--- src/rtl/ext_pkg.sv ---
// ext_pkg: mode encodings and buffer depth shared by the extension unit files
package ext_pkg;
  localparam logic [1:0] EXT_ZERO   = 2'b00;
  localparam logic [1:0] EXT_SIGN   = 2'b01;
  localparam logic [1:0] EXT_UPPER  = 2'b10;
  localparam logic [1:0] EXT_BRANCH = 2'b11;
  localparam int EXT_DEPTH = 2;
endpackage

--- src/rtl/ext_core.sv ---
// ext_core: combinational zero/sign/upper/branch immediate extension
module ext_core
  import ext_pkg::*;
#(
  parameter int IN_W  = 16,
  parameter int OUT_W = 32
) (
  input  logic [IN_W-1:0]  in_data,
  input  logic [1:0]       in_mode,
  output logic [OUT_W-1:0] ext_data
);
  if (OUT_W < IN_W + 2) begin : g_bad_width
    $error("ext_core: OUT_W must be at least IN_W+2");
  end
  logic [OUT_W-1:0] zx, sx;
  assign zx = {{(OUT_W-IN_W){1'b0}}, in_data};
  assign sx = {{(OUT_W-IN_W){in_data[IN_W-1]}}, in_data};
  // branch offsets are word-scaled, so the sign-extended value drops its top two bits
  always_comb
    ext_data = in_mode == EXT_ZERO  ? zx :
               in_mode == EXT_SIGN  ? sx :
               in_mode == EXT_UPPER ? {in_data, {(OUT_W-IN_W){1'b0}}} :
                                      sx << 2;
endmodule

--- src/rtl/ext_unit_pipe.sv ---
// ext_unit_pipe: handshaked immediate extender with 2-entry result FIFO; EXT_UNIT_STATS_EN adds stat_count
module ext_unit_pipe
  import ext_pkg::*;
#(
  parameter int IN_W  = 16,
  parameter int OUT_W = 32
) (
  input  logic             clk,
  input  logic             rst,
  input  logic             in_valid,
  output logic             in_ready,
  input  logic [IN_W-1:0]  in_data,
  input  logic [1:0]       in_mode,
  output logic             out_valid,
  input  logic             out_ready,
  output logic [OUT_W-1:0] out_data
`ifdef EXT_UNIT_STATS_EN
  ,
  output logic [31:0]      stat_count
`endif
);
  logic [OUT_W-1:0] ext_data;
  logic [OUT_W-1:0] mem [EXT_DEPTH];
  logic             head, tail;
  logic [1:0]       count;
  logic             acc, con;
  ext_core #(.IN_W(IN_W), .OUT_W(OUT_W)) u_core (
    .in_data (in_data),
    .in_mode (in_mode),
    .ext_data(ext_data)
  );
  assign in_ready  = (count != 2'(EXT_DEPTH)) && !rst;
  assign out_valid = count != 2'd0;
  assign out_data  = mem[head];
  assign acc = in_valid && in_ready;
  assign con = out_valid && out_ready;
  // result is latched at accept time; reset clears entries so out_data reads zero
  always_ff @(posedge clk)
    if (rst) begin
      mem[0] <= '0;
      mem[1] <= '0;
      head   <= 1'b0;
      tail   <= 1'b0;
      count  <= 2'd0;
    end else begin
      if (acc) begin
        mem[tail] <= ext_data;
        tail      <= ~tail;
      end
      if (con) head <= ~head;
      count <= count + 2'(acc) - 2'(con);
    end
`ifdef EXT_UNIT_STATS_EN
  // consume counter, wraps naturally at 2^32
  always_ff @(posedge clk)
    stat_count <= rst ? 32'd0 : stat_count + 32'(con);
`endif
endmodule

--- config.mk ---
export PLATFORM = sky130hd
export DESIGN_NAME = ext_unit_pipe
export DESIGN_NICKNAME = d
export VERILOG_FILES = /design/src/rtl/ext_pkg.sv /design/src/rtl/ext_core.sv /design/src/rtl/ext_unit_pipe.sv
export SDC_FILE = /design/constraint.sdc
export NUM_CORES = 1
export LEC_CHECK = 0
export CAP_MARGIN = 10
export CORE_MARGIN = 4
export CORE_UTILIZATION = 26
export CTS_CLUSTER_DIAMETER = 60
export DETAILED_ROUTE_END_ITERATION = 6
export SYNTH_ARGS = -nofsm -noshare
export SYNTH_HDL_FRONTEND = slang
export SYNTH_SLANG_ARGS = --single-unit
--- constraint.sdc ---
create_clock -name clk -period 2.9 [get_ports clk]
set_clock_uncertainty 0.1 [all_clocks]
set_input_delay 0.87 -clock clk [delete_from_list [all_inputs] [get_ports clk]]
set_output_delay 0.87 -clock clk [all_outputs]
set_load 0.005 [all_outputs]
Yosys cells after proc, flatten, opt, wreduce, memory -nomap -nowiden
Memories as Yosys holds them, arrays and structs flattened. A register that Yosys moved wholly into a read port is not among the register bits.
Index checks and enable logic that the tools add are counted.
{ "op_classes": {"addsub": 2, "bitwise": 2, "muxes": 13, "n_reduce_logical": 7, "n_eq_ne": 3} }
{ "op_table": {"columns": ["op", "count"], "rows": [
  ["$mux 32", 2],
  ["$mux 31", 2],
  ["$reduce_or 32->1", 1],
  ["$mux 1", 9],
  ["$logic_and 1x1->1", 3],
  ["$add 2x1->2", 1],
  ["$eq 2x1->1 const B", 1],
  ["$eq 2x2->1 const B", 1],
  ["$logic_not 2->1", 1],
  ["$ne 2x2->1 const B", 1],
  ["$not 1->1", 2],
  ["$reduce_bool 2->1", 1],
  ["$sub 2x1->2", 1],
  ["$logic_not 1->1", 1]
]} }
{ "word_totals": {"mem_bits_rw": 64, "inputBits": 22, "ff_bits": 4, "mem_count": 1, "output_inout_bits": 34, "elab_cells": 31} }
{ "mem_list": {"columns": ["memory", "words", "word_bits", "read_ports", "rd_clocked_by_memory_dff", "write_ports", "line_no", "text"], "rows": [
  ["mem", 2, 32, 1, 1, 2, "ext_unit_pipe.sv:23", "logic [OUT_W-1:0] mem [EXT_DEPTH];"]
]} }

Longest topological paths before layout
Gate-level depths: netlist of the first run.
{ "depth": {"word_depth": 8, "ltp_mapped": 8, "depth_no_buf": 8} }

Hierarchy
A second synthesis of the first run with hierarchy kept.
{ "unflattened": {"cells_unflattened": 278, "hier_area_um2": 3374.5} }
{ "by_module_without_submodules": {"columns": ["mod", "instances", "cells_each", "area_each_um2", "seq_area_each_um2"], "rows": [
  ["ext_unit_pipe", 1, 236, 3010.4, 2021.9],
  ["ext_core", 1, 42, 364.1, 0.0]
]} }

Least setup slack after synthesis of the first run
No wires, ideal clock.
{ "synth_path": {"path_type": "input to register", "from": "in rst", "to": "mem mem[0][0] (enable)", "setup_slack_ns": 0.017, "setup_ns": 0.394, "t_arrival_ns": 2.389, "t_required_ns": 2.406, "path_buffers": 2, "stages": 4, "path_cell_list": "buf_6 -> or4_4 -> buf_6 -> nand2b_1"} }
{ "synth_rtl": {"columns": ["element", "line_no", "text"], "rows": [
  ["from (decl)", "ext_unit_pipe.sv:9", "input logic rst,"],
  ["to (decl)", "ext_unit_pipe.sv:23", null]
]} }

==> results of run 1 <==
## power groups by stage
stage	Clock [mW]	Sequential (mW)	Combinational, mW
floorplan	0	1.26	0.456
global placement	0	1.27	0.858
detailed placement	0	1.27	0.861
CTS	1.16	1.25	0.866
global route	1.21	1.26	0.918
finish	1.14	1.25	0.842
## state kept, by name, summed over array words and instances, names as in the netlist, named ones only
name and cells:
count 2, head 1, mem 64, tail 1
## routing by layer
layer | part of all wire (%) | wire [microns]
met5 | 0 | 0
met4 | 1.1 | 82
met3 | 4.9 | 362
met2 | 49 | 3610
met1 | 45 | 3290
## worst max path at each step
| stage | startpoint | endpoint | slack, ns | depth (start not counted) |
|---|---|---|---|---|
| detailed placement | rst | in_ready | -0.01 | 3 |
| floorplan | rst | mem[0][0]$_SDFFCE_PN0P_ | 0.02 | 4 |
| CTS | flop | out_data[31] | 0.15 | 3 |
| global route | flop | out_data[11] | 0.11 | 3 |
| global placement | rst | in_ready | -0.02 | 3 |
| finish | flop | out_data[31] | 0.18 | 3 |
## worst max-delay path: stages, from the launching register on
cell and delay (ns):
dfxtp_1 0.35, buf_12 0.23, mux2_2 0.39, clkdlybuf4s50_1 0.45
## area by class of cell
| cell class | instances | area [sq um] | share of cell area, % |
|---|---|---|---|
| sequential | 69 | 2020 | 47.2 |
| multi-input combinational | 166 | 1070 | 25.1 |
| timing repair buffer | 64 | 654 | 15.3 |
| clock buffer | 9 | 225 | 5.26 |
| tap | 168 | 210 | 4.91 |
| clock inverter | 6 | 88.8 | 2.08 |
| inverter | 2 | 7.51 | 0.175 |
## through the flow
step                      setup TNS (ns)  std cells
after global routing                   0        484
after detailed placement         -0.0131        469
after global placement           -0.0226        469
after CTS                              0        484
after floorplan                        0        255
final                                  0        484
## kinds of logic (layout without fill, tap and decap cells)
logic type	count (synthesis)	in the layout	synth area share [%]
AND/OR/NAND/NOR	95	95	14.7
flip-flops	69	69	62.5
AO/OA/AOI/OAI	33	33	5.34
multiplexers	33	33	11.5
buffers and inverters	20	81	4.37
XOR/XNOR	3	3	0.813
adder cells (fa/ha/maj)	2	2	0.774
## what timing repair did
| item | 4_1_cts | 5_1_grt |
|---|---|---|
| setup endpoints to repair | 1 | 0 |
| setup buffers | 0 | 0 |
| resized for setup | 2 | 0 |
## synthesized netlist by cell type (2+ instances only)
master / instances / share of area, %
nor2b_1: 16 / 3.1
a21oi_1: 29 / 4.5
nor2_1: 54 / 6.3
xnor2_1: 2 / 0.54
mux2_2: 33 / 11
edfxtp_1: 64 / 59
and2_0: 2 / 0.39
nand2b_1: 3 / 0.58
dfxtp_1: 5 / 3.1
inv_1: 2 / 0.23
nor2_2: 14 / 2.7
ha_1: 2 / 0.77
buf_6: 8 / 2.8
buf_2: 5 / 0.77
clkbuf_1: 5 / 0.58
==> summary.md, run 1 <==
| Metric | Value |
|---|---|
| Tmin final | roughly 2.7 ns |
| Hold path start | tail$_SDFFE_PP0P_ |
| Status | completed |
| Comb pwr share | a little over a quarter |
| Gr usage total | 10.7% |
| Hpwl dp | around 4800 microns |
| Met1 Usage GRT | around an eighth |
| CTS tree | built |
| Synth Area per Inst | 12.7 sq um |
| Largest fanout on the critical path | 32 |
| Total iterations of the first detailed-routing run | 4 |
| Top Ports | 56 |
| Crit Reg-Reg Startpoint | count[1]$_SDFF_PP0_ |
| Final #Nets | about 340 |
| CP arrival | between 1.5 and 2 ns |
| Design Power | about 3.2 mW |
| Finished Core Util | between 30% and 40% |
| Register area share after synthesis | between 60 and 70% |
| Syn nets | 279 |
| Clock Latency Late Sink | ~0.32 ns |
| Residual DRC | 0 |
| Post-synth EDFFs | between 60 and 70 |
| Starting DRC count in detailed routing | between 100 and 150 |
| Mapped Area | ~0.0032 sq mm |
| Internal power | 2.44 mW |
| R2R setup slack | approximately 1.1 ns |
| Vias | approximately 2.1k |
| Starting Density | 26.7% |
| Worst EP required | slightly below 2 ns |
| Sw frac | approximately 25% |
| Most frequent cells in the layout | edfxtp_1 (64), clkdlybuf4s50_1 (54), nor2_1 (53) |
| Final instance area | around 0.0043 sq mm |
| Hold Path Sink | tail$_SDFFE_PP0P_ |
| GPL Wtd Cong | about 0.75 |
| Clk network pwr share | a little over a third |
| RSZ-0062 raised after global routing | false |
| Max_slew headroom | between 30% and 40% |
| Vias in the first global route | approximately 2.3k |
| VDD IR-drop max | between 0.0002 and 0.0003 V |
| CTS buffer count | 9 |
| DR vias/cell | ~4.3 |
| Critical path type | flop to primary output |
| Max Cap Viol | 0 |
| Min-Delay Path Class | flop to flop |
| First-pass GRT wire length | 11,900 microns |
| Port bufs | 55 |
| Die area | ~0.014 sq mm |
| Most common cell after layout, fill and taps aside | edfxtp_1 |
| Largest net degree at the start of global routing | 34 |
| Final worst slack | 0.176 ns |
| Met3 usage | under 10% |
| DRT Wirelength | between 7000 and 8000 microns |
| Row count | 40 |
| Core area | 0.0121 sq mm |
| Worst-case reg-to-reg path depth | 4 |
| Die Width | around 120 microns |
| Flops & latches, synth | 69 |
| Initial antenna violation count | 0 |
| Hold Path Depth | 2 |
| Die Y | approximately 120 microns |
| CTS H-Tree Depth | 3 |
| Final setup viols | 0 |
| CP startpoint kind | flop |
| Root buf cell | clkbuf_16 |
| WHS | ~0.4 ns |
| Clock sinks | 69 |
| Asr flop ratio synth | 0% |
| Main synth FF type | edfxtp_1 |
| FILL cells | about 1.2k |
| Area grow syn2layout | 32.4% |
| Post-Place Cell Area | slightly below 0.004 sq mm |
| Yosys Warn Count | 0 |
| Clock transition at path regs | 0.05 ns |
| Flop pwr share | 38.6% |
| M2 GR Usage | around 18% |
| Synth unique cells | 26 |
| Period utilization | between 90 and 100% |
| Post-DRT Antenna Nets | 0 |
| Hold buffers post-CTS | 0 |
| Setup WS pre-CTS | -0.0131 ns |
| Max Slew Vio Count | 0 |
| Mapped Cells | around 260 |
| Worst-Margin Slew | 1.03 ns |
| Pwr per Cell Area | 756 mW/mm^2 |
| Achievable frequency | between 300 and 400 MHz |
| Avg WL per Cell | 15.2 microns |
| Setup crit end kind | primary output |
| Ant. Diodes | 0 |
| Gr ovfl total | 0 |
| Sw power | between 0.7 and 0.8 mW |
| Max clock buf depth | 2 |
| Reg-to-reg endpoint | mem[1][24]$_SDFFCE_PN0P_ |
| P_leak | ~1.5 nW |
| Layout cell share with drive strength beyond 1 | 23.7% |
| Hold Fails Final Rpt | 0 |
| GRT busiest layer | met2 |
Note: power is estimated with default switching activity, not from simulation.
==> run 2, diff against run 1 <==
Settings changed: CTS_BUF_LIST from default to sky130_fd_sc_hd__clkbuf_16.
==> results of run 2 <==
No change in the layout: final DEF, timing and power equal those of run 1.
